$ cat config.mk
export PLATFORM = sky130hd
export DESIGN_NAME = compare_sequencer
export DESIGN_NICKNAME = d
export VERILOG_FILES = /design/src/rtl/compare_sequencer.sv
export SDC_FILE = /design/constraint.sdc
export NUM_CORES = 1
export LEC_CHECK = 0
export CORE_MARGIN = 3
export CORE_UTILIZATION = 35
export CTS_CLUSTER_DIAMETER = 100
export CTS_CLUSTER_SIZE = 12
export DETAILED_ROUTE_END_ITERATION = 6
export RECOVER_POWER = 50
export REMOVE_ABC_BUFFERS = 1
export SLEW_MARGIN = 40
export SYNTH_ARGS = -nofsm -noshare
export SYNTH_HDL_FRONTEND = slang
export SYNTH_SLANG_ARGS = --single-unit
$ cat constraint.sdc
create_clock -name CLK -period 2.15 [get_ports CLK]
set_clock_uncertainty 0.15 [all_clocks]
set_input_delay 0.3225 -clock CLK [delete_from_list [all_inputs] [get_ports CLK]]
set_output_delay 0.3225 -clock CLK [all_outputs]
set_load 0.05 [all_outputs]
$ cat src/rtl/compare_sequencer.sv
// compare_sequencer: MSB-first magnitude compare of two WIDTH-bit words, two bits per cycle,
// through an external 2-bit comparator slice. Optional macro EARLY_EXIT_EN ends the scan at the first LT/GT slice.

module compare_sequencer #(
    parameter int WIDTH = 8
) (
    input  logic             CLK,
    input  logic             RST_N,
    input  logic             START,
    input  logic [WIDTH-1:0] X,
    input  logic [WIDTH-1:0] Y,
    output logic             SA,
    output logic             SB,
    output logic             SC,
    output logic             SD,
    input  logic             EQ_IN,
    input  logic             LT_IN,
    input  logic             GT_IN,
    output logic             BUSY,
    output logic             DONE,
    output logic             EQ,
    output logic             LT,
    output logic             GT,
    output logic             ERR
);
    localparam int N  = WIDTH / 2;
    localparam int IW = (N > 1) ? $clog2(N) : 1;

    typedef enum logic [1:0] {
        ST_IDLE = 2'd0,
        ST_SCAN = 2'd1,
        ST_FIN  = 2'd2
    } state_t;

    state_t           r_state;
    state_t           w_state_nxt;
    logic [WIDTH-1:0] r_xr;
    logic [WIDTH-1:0] r_yr;
    logic [IW-1:0]    r_idx;
    logic             r_err_acc;
    logic             r_dec_vld;
    logic             r_dec_lt;
    logic             r_eq;
    logic             r_lt;
    logic             r_gt;
    logic             r_err;

    logic             w_legal;
    logic             w_slice_lt;
    logic             w_slice_gt;
    logic             w_idx_zero;
    logic             w_fin_go;
    logic             w_err_nxt;
    logic             w_dec_vld_nxt;
    logic             w_dec_lt_nxt;
    logic             w_res_eq;
    logic             w_res_lt;
    logic             w_res_gt;
    logic [1:0]       w_x_pair;
    logic [1:0]       w_y_pair;

    // A slice response is legal only when exactly one of EQ/LT/GT is asserted.
    function automatic logic onehot3(input logic a, input logic b, input logic c);
        return (a ^ b ^ c) & ~(a & b & c);
    endfunction

    assign w_x_pair   = r_xr[{r_idx, 1'b0} +: 2];
    assign w_y_pair   = r_yr[{r_idx, 1'b0} +: 2];
    assign w_legal    = onehot3(EQ_IN, LT_IN, GT_IN);
    assign w_slice_lt = w_legal & LT_IN;
    assign w_slice_gt = w_legal & GT_IN;
    assign w_idx_zero = (r_idx == IW'(0));

    // Next-state, scan termination and final-result selection.
    always_comb begin
        w_state_nxt   = r_state;
        w_fin_go      = 1'b0;
        w_err_nxt     = r_err_acc;
        w_dec_vld_nxt = r_dec_vld;
        w_dec_lt_nxt  = r_dec_lt;
        w_res_eq      = 1'b0;
        w_res_lt      = 1'b0;
        w_res_gt      = 1'b0;
        case (r_state)
            ST_IDLE: begin
                if (START) begin
                    w_state_nxt = ST_SCAN;
                end else begin
                    w_state_nxt = ST_IDLE;
                end
            end
            ST_SCAN: begin
                // An illegal response is flagged and otherwise behaves like an EQ slice.
                if (!w_legal) begin
                    w_err_nxt = 1'b1;
                end else begin
                    w_err_nxt = r_err_acc;
                end
`ifdef EARLY_EXIT_EN
                if (w_slice_lt || w_slice_gt) begin
                    w_fin_go = 1'b1;
                    w_res_lt = w_slice_lt;
                    w_res_gt = w_slice_gt;
                end else if (w_idx_zero) begin
                    w_fin_go = 1'b1;
                    w_res_eq = 1'b1;
                end else begin
                    w_fin_go = 1'b0;
                end
`else
                if (!r_dec_vld && (w_slice_lt || w_slice_gt)) begin
                    w_dec_vld_nxt = 1'b1;
                    w_dec_lt_nxt  = w_slice_lt;
                end else begin
                    w_dec_vld_nxt = r_dec_vld;
                    w_dec_lt_nxt  = r_dec_lt;
                end
                if (w_idx_zero) begin
                    w_fin_go = 1'b1;
                    w_res_eq = ~w_dec_vld_nxt;
                    w_res_lt = w_dec_vld_nxt & w_dec_lt_nxt;
                    w_res_gt = w_dec_vld_nxt & ~w_dec_lt_nxt;
                end else begin
                    w_fin_go = 1'b0;
                end
`endif
                if (w_fin_go) begin
                    w_state_nxt = ST_FIN;
                end else begin
                    w_state_nxt = ST_SCAN;
                end
            end
            ST_FIN: begin
                w_state_nxt = ST_IDLE;
            end
            default: begin
                w_state_nxt = ST_IDLE;
            end
        endcase
    end

    // State register.
    always_ff @(posedge CLK) begin
        if (!RST_N) begin
            r_state <= ST_IDLE;
        end else begin
            r_state <= w_state_nxt;
        end
    end

    // Operand capture, slice index walk, accumulators and the registered result.
    always_ff @(posedge CLK) begin
        if (!RST_N) begin
            r_xr      <= {WIDTH{1'b0}};
            r_yr      <= {WIDTH{1'b0}};
            r_idx     <= {IW{1'b0}};
            r_err_acc <= 1'b0;
            r_dec_vld <= 1'b0;
            r_dec_lt  <= 1'b0;
            r_eq      <= 1'b0;
            r_lt      <= 1'b0;
            r_gt      <= 1'b0;
            r_err     <= 1'b0;
        end else begin
            case (r_state)
                ST_IDLE: begin
                    if (START) begin
                        r_xr      <= X;
                        r_yr      <= Y;
                        r_idx     <= IW'(N - 1);
                        r_err_acc <= 1'b0;
                        r_dec_vld <= 1'b0;
                        r_dec_lt  <= 1'b0;
                    end
                end
                ST_SCAN: begin
                    r_err_acc <= w_err_nxt;
                    r_dec_vld <= w_dec_vld_nxt;
                    r_dec_lt  <= w_dec_lt_nxt;
                    if (w_fin_go) begin
                        r_eq  <= w_res_eq;
                        r_lt  <= w_res_lt;
                        r_gt  <= w_res_gt;
                        r_err <= w_err_nxt;
                    end else begin
                        r_idx <= r_idx - IW'(1);
                    end
                end
                default: begin
                    r_idx <= r_idx;
                end
            endcase
        end
    end

    // Slice drive: current bit pairs while scanning, quiet zeros otherwise.
    always_comb begin
        if (r_state == ST_SCAN) begin
            {SA, SB} = w_x_pair;
            {SC, SD} = w_y_pair;
        end else begin
            {SA, SB} = 2'b00;
            {SC, SD} = 2'b00;
        end
    end

    assign BUSY = (r_state == ST_SCAN);
    assign DONE = (r_state == ST_FIN);
    assign EQ   = r_eq;
    assign LT   = r_lt;
    assign GT   = r_gt;
    assign ERR  = r_err;

endmodule

### After elaboration in Yosys (flattened, before gate mapping)

Index checks and enable logic that the tools add are counted.

| storage, ports and cells | value |
|---|---|
| register bits | 27 |
| input port bits | 22 |
| output and inout bits | 10 |
| logic and storage cells | 65 |

| cells by class | value |
|---|---|
| $add $sub $neg | 1 |
| equality and inequality tests | 4 |
| shift operators | 2 |
| muxes and demuxes | 25 |
| bitwise gates (word level) | 12 |
| reductions and logical operators | 10 |

Operators by type and width:

| operator | number |
|---|---|
| 1-bit 2-to-1 mux | 17 |
| 8-bit by 4-bit variable part select with 2-bit output | 2 |
| 2-bit one-hot mux with 2 select lines | 2 |
| 1-bit bitwise AND | 7 |
| 2-bit 2-to-1 mux | 3 |
| 1-bit one-hot mux with 2 select lines | 3 |
| 2-bit AND reduction | 3 |
| 2-bit zero test | 2 |
| 2-bit inequality test, second input constant | 2 |
| 1-bit NOT | 3 |
| 3-bit AND reduction | 1 |
| 2-bit by 1-bit == test with 1-bit output, second input constant | 1 |
| 2-bit == test, second input constant | 1 |
| 2-bit nonzero test | 1 |
| 2-bit by 1-bit subtractor with 2-bit output, second input constant | 1 |
| 1-bit XOR | 2 |
| 1-bit logical AND | 1 |
| 1-bit zero test | 1 |
| 1-bit logical OR | 1 |

### Depth between registers and ports, before layout

Gate-level depths: netlist (run 1).

| logic depth | value |
|---|---|
| depth after elaboration | 12 |
| mapped depth | 6 |
| depth with buffers taken out | 5 |

### Worst setup path after synthesis (run 1)

Ideal clock, no wire load.

| path | value |
|---|---|
| path kind | register to output |
| start | register r_state[0] |
| end | output SA |
| arrival | 1.399 ns |
| required time | 1.678 ns |
| slack | 0.278 ns |
| stages on the path, launching flop included | 5 |
| path buffers | 2 |
| path through | dfxtp_1 buf_2 nor2b_1 buf_2 and2_1 |

| on the way | value |
|---|---|
| word-level cells in the longest chain between the ends | 2 |

Ends and longest elaborated chain:

| element | line | source |
|---|---|---|
| start: declaration | 35 | `state_t r_state;` |
| start signal: assignment | 147 | `r_state <= w_state_nxt;` |
| 2-bit by 1-bit == test with 1-bit output | - |  |
| named net BUSY | 19 | `output logic BUSY,` |
| 1-bit 2-to-1 mux | 198 | `if (r_state == ST_SCAN) begin` |
| end: declaration | 12 | `output logic SA,` |

The timed path passes the listed nets, and every way through them passes these cells.

### Worst setup path in the final report (run 1)

| path | value |
|---|---|
| start | register r_idx[0] |
| end | output SA |

| on the way | value |
|---|---|
| word-level cells in the longest chain between the ends | 2 |

Ends and longest elaborated chain:

| element | line | source |
|---|---|---|
| start: declaration | 39 | `logic [IW-1:0] r_idx;` |
| start signal: assignment | 156 | `r_idx <= {IW{1'b0}};` |
| start signal: assignment | 170 | `r_idx <= IW'(N - 1);` |
| start signal: assignment | 186 | `r_idx <= r_idx - IW'(1);` |
| 8-bit by 4-bit variable part select with 2-bit output | 67 | `assign w_x_pair = r_xr[{r_idx, 1'b0} +: 2];` |
| 1-bit 2-to-1 mux | 198 |  |

Every way passes these cells.

==> qor.yml, run 1 <==
status: "completed"
dp_slack_ps: -16.4
syn_to_final_growth_pct: 34.7
wl_per_cell_um: 12.7
swShare_pct: 31.0
drt-total-wl_um: 2810
layout_commonest_cell: "nand2_1"
end_kind: "primary output"
synth-edff-count: 0
gr-usage-all-layers_pct: 14.0
vias: 1103
fin_nets: 201
p_comb_share_pct: 29.5
worstPathArrival_ps: 1580
gp_congestion: 0.788
drtIter0Drc: 38
portBuffers: 31
diodes: 0
p_clk_share_pct: 19.9
worst_slack_ps: 97.3
p_seq_share_pct: 50.6
dpl-instance-area_mm2: 0.00168
grt_overflow_total: 0
crit_chain: "mux4_2 -> and2_1 -> buf_12"
synth_area_per_cell_um2: 8.88
core_mm2: 0.00342
post-route-min-period_ps: 2050
antenna_found_initial: 0
yosysWarnings: 0
max_stage_delay_ps: 480
synth_top_cell_area_share_pct: 42.6
max_slew.worst_pin.slew_ps: 524
postCtsHoldBufs: 0
die_w_um: 66.2
netlist_top_cells_area: "dfxtp_1 43%, nand2_1 11%, a21oi_1 7.9%, mux4_2 7.1%, and2_1 2.0%"
fp.dieArea_mm2: 0.00439
die_h_um: 66.2
drive_above_1_share_pct: 15.9
synthDistinctLibCells: 38
grt_pass1_vias: 1073
cp_slowest_cell: "mux4_2"
clock_path_buffers: 2
cts_root_buffer: "clkbuf_4"
path_buf_inv: 1
synth_area_mm2: 0.00127
p_leak_uw: 0.000650
cts_setup_buffers: 0
start_util_pct: 37.2
hp-class: "reg2reg"
fill_cells: 330
num_io_pins: 32
crit_path_max_fanout: 4
first_pass_iters: 4
grt_pass1_wl_um: 4650
insertion_delay_ps: 330
critPathTopFamily: "multiplexers"
utilization_pct: 50.1
grt_setup_unrepaired: "false"
p_sw_uw: 348
rows: 21
fmax_mhz: 487
vias_per_cell: 4.97
ys.flop_type: "dfxtp_1"
h-tree-depth: 1
drv_slew: 0
internal_power_uw: 773
design_area_mm2: 0.00171
grt_max_degree: 26
cp-start-kind: "flip-flop"
path_clk_slew_ps: 150
relSlewSlack_pct: 65.1
finalHoldViolations: 0
ys_async_sr_fraction_pct: 0
hold_ws_ps: 315
multi_input_area_um2: 656
final_antenna_net_count: 0
most-common-layout-cells: "36 x nand2_1, 26 x dfxtp_1, 24 x clkdlybuf4s50_1"
ir_drop_mv: 0.361
regArea_um2: 544
hpwl_um: 2130
clock-sinks: 27
cts_tree: "yes"
period_share_pct: 95.5
remaining_drc_errors: 0
critPathKind: "reg2out"
power.density_mw_per_mm2: 655
finalSetupViolCount: 0
ys_seq_area_share_pct: 42.6
cts_made_buffers: 3
cp.required_ps: 1680
synth_top_cell_by_area: "dfxtp_1"
cap_viol_max_count: 0
ys_ff_latch: 27
netlist_instances: 143
synth_stat cells (2+ instances only):
cell type,n
nand3_1,2
a221oi_1,2
nand2_1,36
clkbuf_1,2
nand3b_1,2
nor2_1,3
dfxtp_1,27
and2_1,4
nor2b_1,4
buf_2,4
a21oi_1,20
inv_1,5
a211oi_1,2
ha_1,2
mux4_2,4
buf_6,2
worst paths after layout:
kind | from | end | slack (ps) | cells past startpoint
setup / recovery | r_idx[0] | SA | 100 | 3
hold / removal | r_yr[3] | r_yr[3] | 310 | 2
setup reg to reg | r_state[0] | r_yr[2] | 420 | 4
hold reg to reg | r_yr[3] | r_yr[3] | 310 | 2
logic make-up after synthesis:
| group | share of synthesized area (%) |
|---|---|
| muxes | 7.98 |
| and+or+nand+nor | 24.8 |
| DFF | 42.6 |
| adders and majority gates | 1.97 |
| buffers and inverters | 6.01 |
| AOI/OAI and AO/OA | 16.7 |
power by group through the flow:
stage | clock network [uW] | logic (uW) | registers, uW
floorplan | 0 | 169 | 601
global placement | 0 | 326 | 577
detailed placement | 0 | 332 | 579
CTS | 231 | 333 | 568
global route | 247 | 361 | 574
finish | 223 | 330 | 568
sequential cells by signal, summed over array words and instances (netlist names):
| name | flops |
|---|---|
| r_state | 2 |
| EQ | 1 |
| r_yr | 8 |
| r_err_acc | 1 |
| r_dec_vld | 1 |
| r_xr | 8 |
| r_dec_lt | 1 |
| ERR | 1 |
| LT | 1 |
| r_idx | 2 |
| GT | 1 |
worst register-to-register path, stage by stage, from the launching register on:
cell and delay [ps]:
dfxtp_1 350, clkbuf_1 370, or3b_1 520, nand2_1 110
a21oi_1 170
routing by layer:
layer | part of all wire (%) | GRT usage (%) | wire, um
met5 | 0 | 0 | 0
met4 | 1.1 | 4.57 | 32
met3 | 5.4 | 4.08 | 151
met2 | 50 | 25.3 | 1410
met1 | 43 | 15.5 | 1220
per-stage QoR:
| step | instances | setup TNS, ps | total power [uW] |
|---|---|---|---|
| after CTS | 222 | 0 | 1130 |
| after floorplan | 134 | -1200 | 770 |
| after global placement | 218 | 0 | 903 |
| after global routing | 222 | 0 | 1180 |
| final | 222 | 0 | 1120 |
| after detailed placement | 218 | -16.4 | 911 |
final cells by class:
cell class | instances | area share, %
Multi-Input combinational cell | 102 | 38.3
Inverter | 5 | 1.10
Timing Repair Buffer | 38 | 23.8
Tap cell | 46 | 3.37
Clock buffer | 3 | 1.32
Clock inverter | 1 | 0.293
Sequential cell | 27 | 31.8
what timing repair did:
item / CTS / global route
endpoints found under the hold margin: 0 / 0
setup endpoints to repair: 3 / 3
gates resized for setup: 1 / 2
Power figures use the tool's default switching activity.
==> run 2, diff against run 1 <==
--- a/config.mk
+++ b/config.mk
@@ -5,6 +5,7 @@
 export SDC_FILE = /design/constraint.sdc
 export NUM_CORES = 1
 export LEC_CHECK = 0
+export CAP_MARGIN = 20
 export CORE_MARGIN = 3
 export CORE_UTILIZATION = 35
 export CTS_CLUSTER_DIAMETER = 100
==> results of run 2 <==
No change in the layout: final DEF, timing and power equal those of run 1.
